File: src/rtl/bin_to_bcd_iter.sv
// Iterative double-dabble binary-to-BCD converter, one bit per clock; optional leading-zero
// flags under `BIN_TO_BCD_ITER_BLANK_EN. Latency BIN_W+2 edges from accepted start to valid_o.
// No backpressure: start_i is accepted only in IDLE, ignored while busy_o is high.
module bin_to_bcd_iter #(
    parameter int BIN_W  = 7,
    parameter int DIGITS = 3
) (
    input  logic                  clk_i,
    input  logic                  rst_ni,
    input  logic                  start_i,
    input  logic [BIN_W-1:0]      bin_i,
    output logic                  busy_o,
    output logic                  valid_o,
    output logic [4*DIGITS-1:0]   bcd_o,
    output logic                  overflow_o,
    output logic [DIGITS-1:0]     blank_o
);

    localparam int ACC_W = 4 * DIGITS;
    localparam int CNT_W = (BIN_W > 1) ? $clog2(BIN_W) : 1;
    localparam logic [CNT_W-1:0] LAST_ITER = CNT_W'(BIN_W - 1);
    localparam logic [ACC_W-1:0] SAT_NINES = {DIGITS{4'h9}};

    typedef enum logic [1:0] {
        IDLE    = 2'd0,
        CONVERT = 2'd1,
        DONE    = 2'd2
    } state_e;

    state_e             state_q, state_d;
    logic [BIN_W-1:0]   op_q, op_d;
    logic [ACC_W-1:0]   acc_q, acc_d;
    logic [CNT_W-1:0]   cnt_q, cnt_d;
    logic               ovf_q, ovf_d;
    logic [ACC_W-1:0]   bcd_q, bcd_d;
    logic               ovfo_q, ovfo_d;
    logic               valid_q, valid_d;

    logic [ACC_W-1:0]   acc_adj;
    logic [ACC_W-1:0]   acc_shift;
    logic               shift_out;

    // Add-3 correction is per 4-bit digit; carries are deliberately discarded.
    always_comb begin
        acc_adj = acc_q;
        for (int i = 0; i < DIGITS; i++) begin
            if (acc_q[4*i +: 4] >= 4'd5) begin
                acc_adj[4*i +: 4] = acc_q[4*i +: 4] + 4'd3;
            end
        end
    end

    assign shift_out = acc_adj[ACC_W-1];
    assign acc_shift = {acc_adj[ACC_W-2:0], op_q[BIN_W-1]};

    // FSM: state register
    always_ff @(posedge clk_i or negedge rst_ni) begin
        if (!rst_ni) begin
            state_q <= IDLE;
        end else begin
            state_q <= state_d;
        end
    end

    // FSM: next-state
    always_comb begin
        state_d = state_q;
        case (state_q)
            IDLE:    state_d = start_i ? CONVERT : IDLE;
            CONVERT: state_d = (cnt_q == LAST_ITER) ? DONE : CONVERT;
            DONE:    state_d = IDLE;
            default: state_d = IDLE;
        endcase
    end

    // FSM: outputs
    always_comb begin
        busy_o = (state_q == CONVERT) || (state_q == DONE);
    end

    always_comb begin
        op_d    = op_q;
        acc_d   = acc_q;
        cnt_d   = cnt_q;
        ovf_d   = ovf_q;
        bcd_d   = bcd_q;
        ovfo_d  = ovfo_q;
        valid_d = 1'b0;
        case (state_q)
            IDLE: begin
                if (start_i) begin
                    op_d  = bin_i;
                    acc_d = '0;
                    cnt_d = '0;
                    ovf_d = 1'b0;
                end
            end
            CONVERT: begin
                acc_d = acc_shift;
                op_d  = op_q << 1;
                cnt_d = cnt_q + CNT_W'(1);
                ovf_d = ovf_q | shift_out;
            end
            DONE: begin
                bcd_d   = ovf_q ? SAT_NINES : acc_q;
                ovfo_d  = ovf_q;
                valid_d = 1'b1;
            end
            default: begin
                valid_d = 1'b0;
            end
        endcase
    end

    always_ff @(posedge clk_i or negedge rst_ni) begin
        if (!rst_ni) begin
            op_q    <= '0;
            acc_q   <= '0;
            cnt_q   <= '0;
            ovf_q   <= 1'b0;
            bcd_q   <= '0;
            ovfo_q  <= 1'b0;
            valid_q <= 1'b0;
        end else begin
            op_q    <= op_d;
            acc_q   <= acc_d;
            cnt_q   <= cnt_d;
            ovf_q   <= ovf_d;
            bcd_q   <= bcd_d;
            ovfo_q  <= ovfo_d;
            valid_q <= valid_d;
        end
    end

    assign bcd_o      = bcd_q;
    assign overflow_o = ovfo_q;
    assign valid_o    = valid_q;

`ifdef BIN_TO_BCD_ITER_BLANK_EN
    logic [DIGITS-1:0] blank_q, blank_d;
    logic [DIGITS-1:0] blank_calc;
    logic              upper_zero;

    // Digit i is blank when it and every digit above it are zero; ones digit never blanks.
    always_comb begin
        blank_calc = '0;
        upper_zero = 1'b1;
        for (int i = DIGITS - 1; i >= 1; i--) begin
            upper_zero    = upper_zero & (acc_q[4*i +: 4] == 4'd0);
            blank_calc[i] = upper_zero & ~ovf_q;
        end
    end

    always_comb begin
        blank_d = blank_q;
        if (state_q == DONE) begin
            blank_d = blank_calc;
        end
    end

    always_ff @(posedge clk_i or negedge rst_ni) begin
        if (!rst_ni) begin
            blank_q <= '0;
        end else begin
            blank_q <= blank_d;
        end
    end

    assign blank_o = blank_q;
`else
    assign blank_o = '0;
`endif

endmodule

File: config.mk
export PLATFORM = sky130hd
export DESIGN_NAME = bin_to_bcd_iter
export DESIGN_NICKNAME = d
export VERILOG_FILES = /design/src/rtl/bin_to_bcd_iter.sv
export SDC_FILE = /design/constraint.sdc
export NUM_CORES = 1
export LEC_CHECK = 0
export CAP_MARGIN = 20
export CORE_ASPECT_RATIO = 0.7
export CORE_UTILIZATION = 50
export CTS_CLUSTER_DIAMETER = 150
export DETAILED_ROUTE_END_ITERATION = 6
export PLACE_DENSITY = 0.72
export SYNTH_ARGS = -nofsm -noshare
export SYNTH_HDL_FRONTEND = slang
export SYNTH_SLANG_ARGS = --single-unit
File: constraint.sdc
create_clock -name clk_i -period 1.9 [get_ports clk_i]
set_input_delay 0.19 -clock clk_i [delete_from_list [all_inputs] [get_ports clk_i]]
set_output_delay 0.19 -clock clk_i [all_outputs]
set_load 0.1 [all_outputs]
* Word level (Yosys, flattened, before mapping) *
Index checks and enable logic that the tools add are counted.

word-level totals
  bits in registers = 39
  output and inout bits = 18
  latch bits = 0
  memories = 0
  memory bits (read-only) = 0
  RAM bits = 0
  bits of input ports = 10
  logic and storage cells = 40

operators by class
  reduce and logical (&&, ||, !) cells = 4
  multiplexer cells = 16
  magnitude comparators = 3
  add/subtract/negate cells = 4
  bitwise gates (word level) = 1
  multipliers = 0
  eq/ne operators = 4
  shift-type cells = 0
  div/mod/pow operators = 0

operators with widths
  cell                                                                    count
  12-bit 2-to-1 mux                                                       2
  12-bit case mux with 2 select lines                                     1
  7-bit case mux with 2 select lines                                      1
  4-bit by 2-bit adder with 4-bit output (second input constant)          3
  4-bit by 3-bit >= comparator with 1-bit output (second input constant)  3
  4-bit 2-to-1 mux                                                        3
  7-bit 2-to-1 mux                                                        1
  3-bit case mux with 2 select lines                                      1
  2-bit case mux with 2 select lines                                      1
  3-bit by 1-bit adder with 3-bit output (second input constant)          1
  3-bit == test (second input constant)                                   1
  1-bit 2-to-1 mux                                                        3
  3-bit 2-to-1 mux                                                        1
  2-bit by 1-bit == test with 1-bit output (second input constant)        1
  2-bit == test (second input constant)                                   1
  2-bit zero test                                                         1
  2-bit 2-to-1 mux                                                        1
  2-bit != test (second input constant)                                   1
  1-bit case mux with 2 select lines                                      1
  2-bit AND reduction                                                     1
  2-bit nonzero test                                                      1
  1-bit logical OR                                                        1
  1-bit bitwise OR                                                        1

* Longest topological paths before layout *
  depth after elaboration = 4
  depth in mapped cells = 9

* Least setup slack after synthesis *
OpenSTA, ideal clock, no wires.

  kind = register to register
  start point = reg acc_q[8]
  end point = reg acc_q[10]
  path slack = 0.427 ns
  required time = 1.817 ns
  data arrival time = 1.390 ns
  stages on the path, launching flop included = 7
  setup time = 0.083 ns
  clock period less this slack = 1.473 ns
  cells stage by stage = dfrtp_1 -> inv_1 -> ha_1 -> nand2b_1 -> a21oi_2 -> mux2_2 -> o21ai_0

between the ends
  longest elaborated chain between the ends = 3
  elaborated cells between the ends (all ways) = 4
  classes of those cells = add/sub (1); order compare (1); mux (2)

ends and longest elaborated chain
  item                                                                                                             line    RTL
  start: declaration                                                                                               32      logic [ACC_W-1:0] acc_q, acc_d;
  start signal: assignment                                                                                         118     acc_q <= '0;
  start signal: assignment                                                                                         126     acc_q <= acc_d;
  4-bit by 2-bit adder with 4-bit output / 4-bit by 3-bit >= comparator with 1-bit output (equally long branches)  48, 47
  4-bit 2-to-1 mux *                                                                                               47      if (acc_q[4*i +: 4] >= 4'd5) begin
  12-bit case mux with 2 select lines *                                                                            89      case (state_q)

Every way passes the cells marked *; elsewhere a longest branch is shown, timed or not.
A chain may end at the register's enable or synchronous reset.

* Worst setup path after layout *
  start point = reg state_q[0]
  end point = reg op_q[2]

between the ends
  longest elaborated chain between the ends = 3
  elaborated cells between the ends (all ways) = 6
  classes of those cells = eq/ne (2); mux (1); reduce/logical (3)

ends and longest elaborated chain
  item                                                                                line  RTL
  start: declaration                                                                  30    state_e state_q, state_d;
  start signal: assignment                                                            61    state_q <= state_d;
  2-bit by 1-bit == test with 1-bit output / 2-bit zero test (equally long branches)  89
  2-bit nonzero test (no line) / 2-bit != test (equally long branches)                n/a
  2-bit AND reduction (no line)                                                       n/a
  end signal: assignment                                                              125   op_q <= op_d;
  end: declaration                                                                    31    logic [BIN_W-1:0] op_q, op_d;

Several ways; a longest one is shown, not always the timed one.

==> flow_summary.ini <==
[outcome]
outcome = completed

[worst_setup_path]
cp-start-kind = flop
end_kind = flop
arrival_ns = 1.87
cp_max_fo = 11
path_class = flop to flop
slowest_stage = dfrtp_1
path_cells = inv_1 > ha_2 > nand2b_4 > buf_4 > nand2_2 > o22ai_1 > a21oi_1
slowest_delay_ns = 0.38
worstPathRequired_ns = 2.11

[job]
maxCapViolCount = 0

[cts]
clk_latency_ns = 0.29
clkSinkCount = 39
path_clk_slew_ns = 0.07
cts_tree = built
cts_root_buf = clkbuf_8
clk_path_buf_depth = 2
htree_levels = 2
hold_buffers = 0
numCtsBuffers = 5
post_cts_buffers = 0

[timing]
setup_viol = 0
timing.setup.tns_ns = 0
finalClockSkew_ns = 0.0101
fin_crit_sh_pct = 87.3
rsz0062_at_grt = no
slew_headroom_pct = 42.7
finalCriticalPeriod_ns = 1.66
final-hold-violation-count = 0
drv_slew = 0
max_freq_ghz = 0.603
worstMarginPinSlew_ns = 0.859
whs_ns = 0.00820

[detailed_routing]
ant_nets = 0
drt_iter0_markers = 103
viasPerCell = 5.41
drcViolationCount = 0
wl_per_cell_um = 13.7
vias = 1503
firstDrtPassIters = 4
routed_wl_um = 3820

[synth]
syn_area_per_cell_um2 = 9.85
syn-instance-count = 203
ys_ff_latch = 39
ys_types = 33
yosys.area.top_type = dfrtp_1
ys_seq_area_share_pct = 48.8
synth_area_leaders = dfrtp_1, ha_1, o21ai_0
syn_area_mm2 = 0.00200
synthDominantCellAreaShare_pct = 48.8
yosys_warnings = 0

[power]
power_mw = 4.49
ir_worst_vdd_mv = 0.912
p_leak_nw = 1.08
power.density_mw_per_mm2 = 1900

[layout]
final_common_cell = dfrtp_1
drive_gt1_share_pct = 18.9
antennaDiodeCount = 0
layoutNonFillerInstCount = 278
final_cell_mix = dfrtp_1, nand2_1, o21ai_0, buf_4, inv_1
fin_nets = 248
area_growth_pct = 18.3
fillCellCount = 290
final_util_pct = 64.4

[global_routing]
antenna_found_initial = 0
overflow = 0
grt_max_degree = 40
grt_pass1_vias = 1333
grt_pass1_wl_um = 6400
track_usage_pct = 20.5

[die]
die_w_um = 77.6
die_h_um = 54.9
die_area_mm2 = 0.00426
placementRows = 18
start_util_pct = 54.5
pin_count = 28
coreArea_mm2 = 0.00367

[placed_design]
place_inst = 270
hpwl_um = 2730
io_buffers = 24
gp_congestion = 0.777

[hold_path]
min_path_type = input port to async pin
==> cell usage after synthesis <==
cell type / n
dfrtp_1: 39
nand2_1: 23
o21ai_0: 20
inv_1: 17
nor2_1: 15
ha_1: 11
a21oi_1: 10
o22ai_1: 8
nand3b_1: 6
buf_2: 4
buf_4: 4
o31ai_2: 4
a21oi_2: 3
a22o_1: 3
buf_6: 3
clkbuf_1: 3
mux2_2: 3
nand2b_1: 3
nand3_1: 3
o31ai_1: 3
xnor2_1: 3
xor2_1: 3
mux2i_1: 2
a31oi_1: 1
conb_1: 1
inv_2: 1
nand2_2: 1
nand2b_4: 1
nand4_1: 1
nor3b_1: 1
o21ai_2: 1
o2bb2ai_1: 1
o311ai_1: 1
==> timing repair <==
| item | 4_1_cts | 5_1_grt |
|---|---|---|
| endpoints found under the setup margin | 0 | 9 |
| gates resized for setup | 0 | 2 |
| endpoints found under the hold margin | 0 | 0 |
==> cells by family (layout without fill, tap and decap cells) <==
group	Yosys count	after routing	share of synthesized area (%)
AO/OA/AOI/OAI	55	55	17.9
XOR/XNOR	6	6	2.63
adder cells (fa/ha/maj)	11	11	6.88
buffers and inverters	32	55	8.13
flip-flops	39	39	48.8
multiplexers	5	5	2.69
other	1	3	0.188
AND/OR/NAND/NOR	54	54	12.8
==> registers in the layout (all words and copies together) (netlist names) <==
name and flops:
ovf_q 1, acc_q 12, op_q 7, bcd_o 12, valid_o 1, overflow_o 1, cnt_q 3, state_q 2
==> where the power goes <==
part / leakage (nW) / internal (mW) / switching (mW)
logic: 0.515 / 0.703 / 1.59
clock network: 0.0654 / 0.525 / 0.276
registers: 0.502 / 1.13 / 0.267
total: 1.08 / 2.35 / 2.14
==> final cells by class <==
class / instances / area (um2) / area share [%]
Timing Repair Buffer: 29 / 248 / 10.5
Multi-Input combinational cell: 134 / 878 / 37.1
Inverter: 18 / 67.6 / 2.86
Clock inverter: 2 / 60.1 / 2.54
Tap cell: 50 / 62.6 / 2.65
Sequential cell: 39 / 976 / 41.3
Clock buffer: 6 / 72.6 / 3.07
==> path summary, 6_finish.rpt <==
path,from,end,slack (ns),cells past startpoint
setup / recovery,state_q[0],op_q[2],0.24,7
hold / removal,rst_ni,bcd_o[7],0.008,1
setup reg to reg,state_q[0],op_q[2],0.24,7
hold reg to reg,op_q[5],op_q[5],0.48,2
max in group asynchronous,rst_ni,bcd_o[11],1.35,1
min in group clk_i,op_q[5],op_q[5],0.48,2
==> routing by layer <==
metal  global-route usage (%)  up-vias  share of wire, %
met5                        0        -                 0
li1                         -      733                 -
met3                     5.08       10               3.5
met1                     27.2      727                48
met2                     33.3       33                47
met4                     7.86        0               1.7
==> per-stage QoR <==
stage,cell area (um2),setup WS (ns)
floorplan,2010,0.427
global placement,2220,0.187
detailed placement,2220,0.0815
CTS,2350,0.0553
global route,2360,0.103
finish,2360,0.241
==> worst max-delay path, delay by kind of cell (launching register included) <==
kind,cells,cell delay [ns]
AOI/OAI and AO/OA,2,0.26
adders and majority gates,1,0.33
buffers and inverters,2,0.26
DFF,1,0.38
and+or+nand+nor,2,0.34
Note: power is estimated with default switching activity, not from simulation.
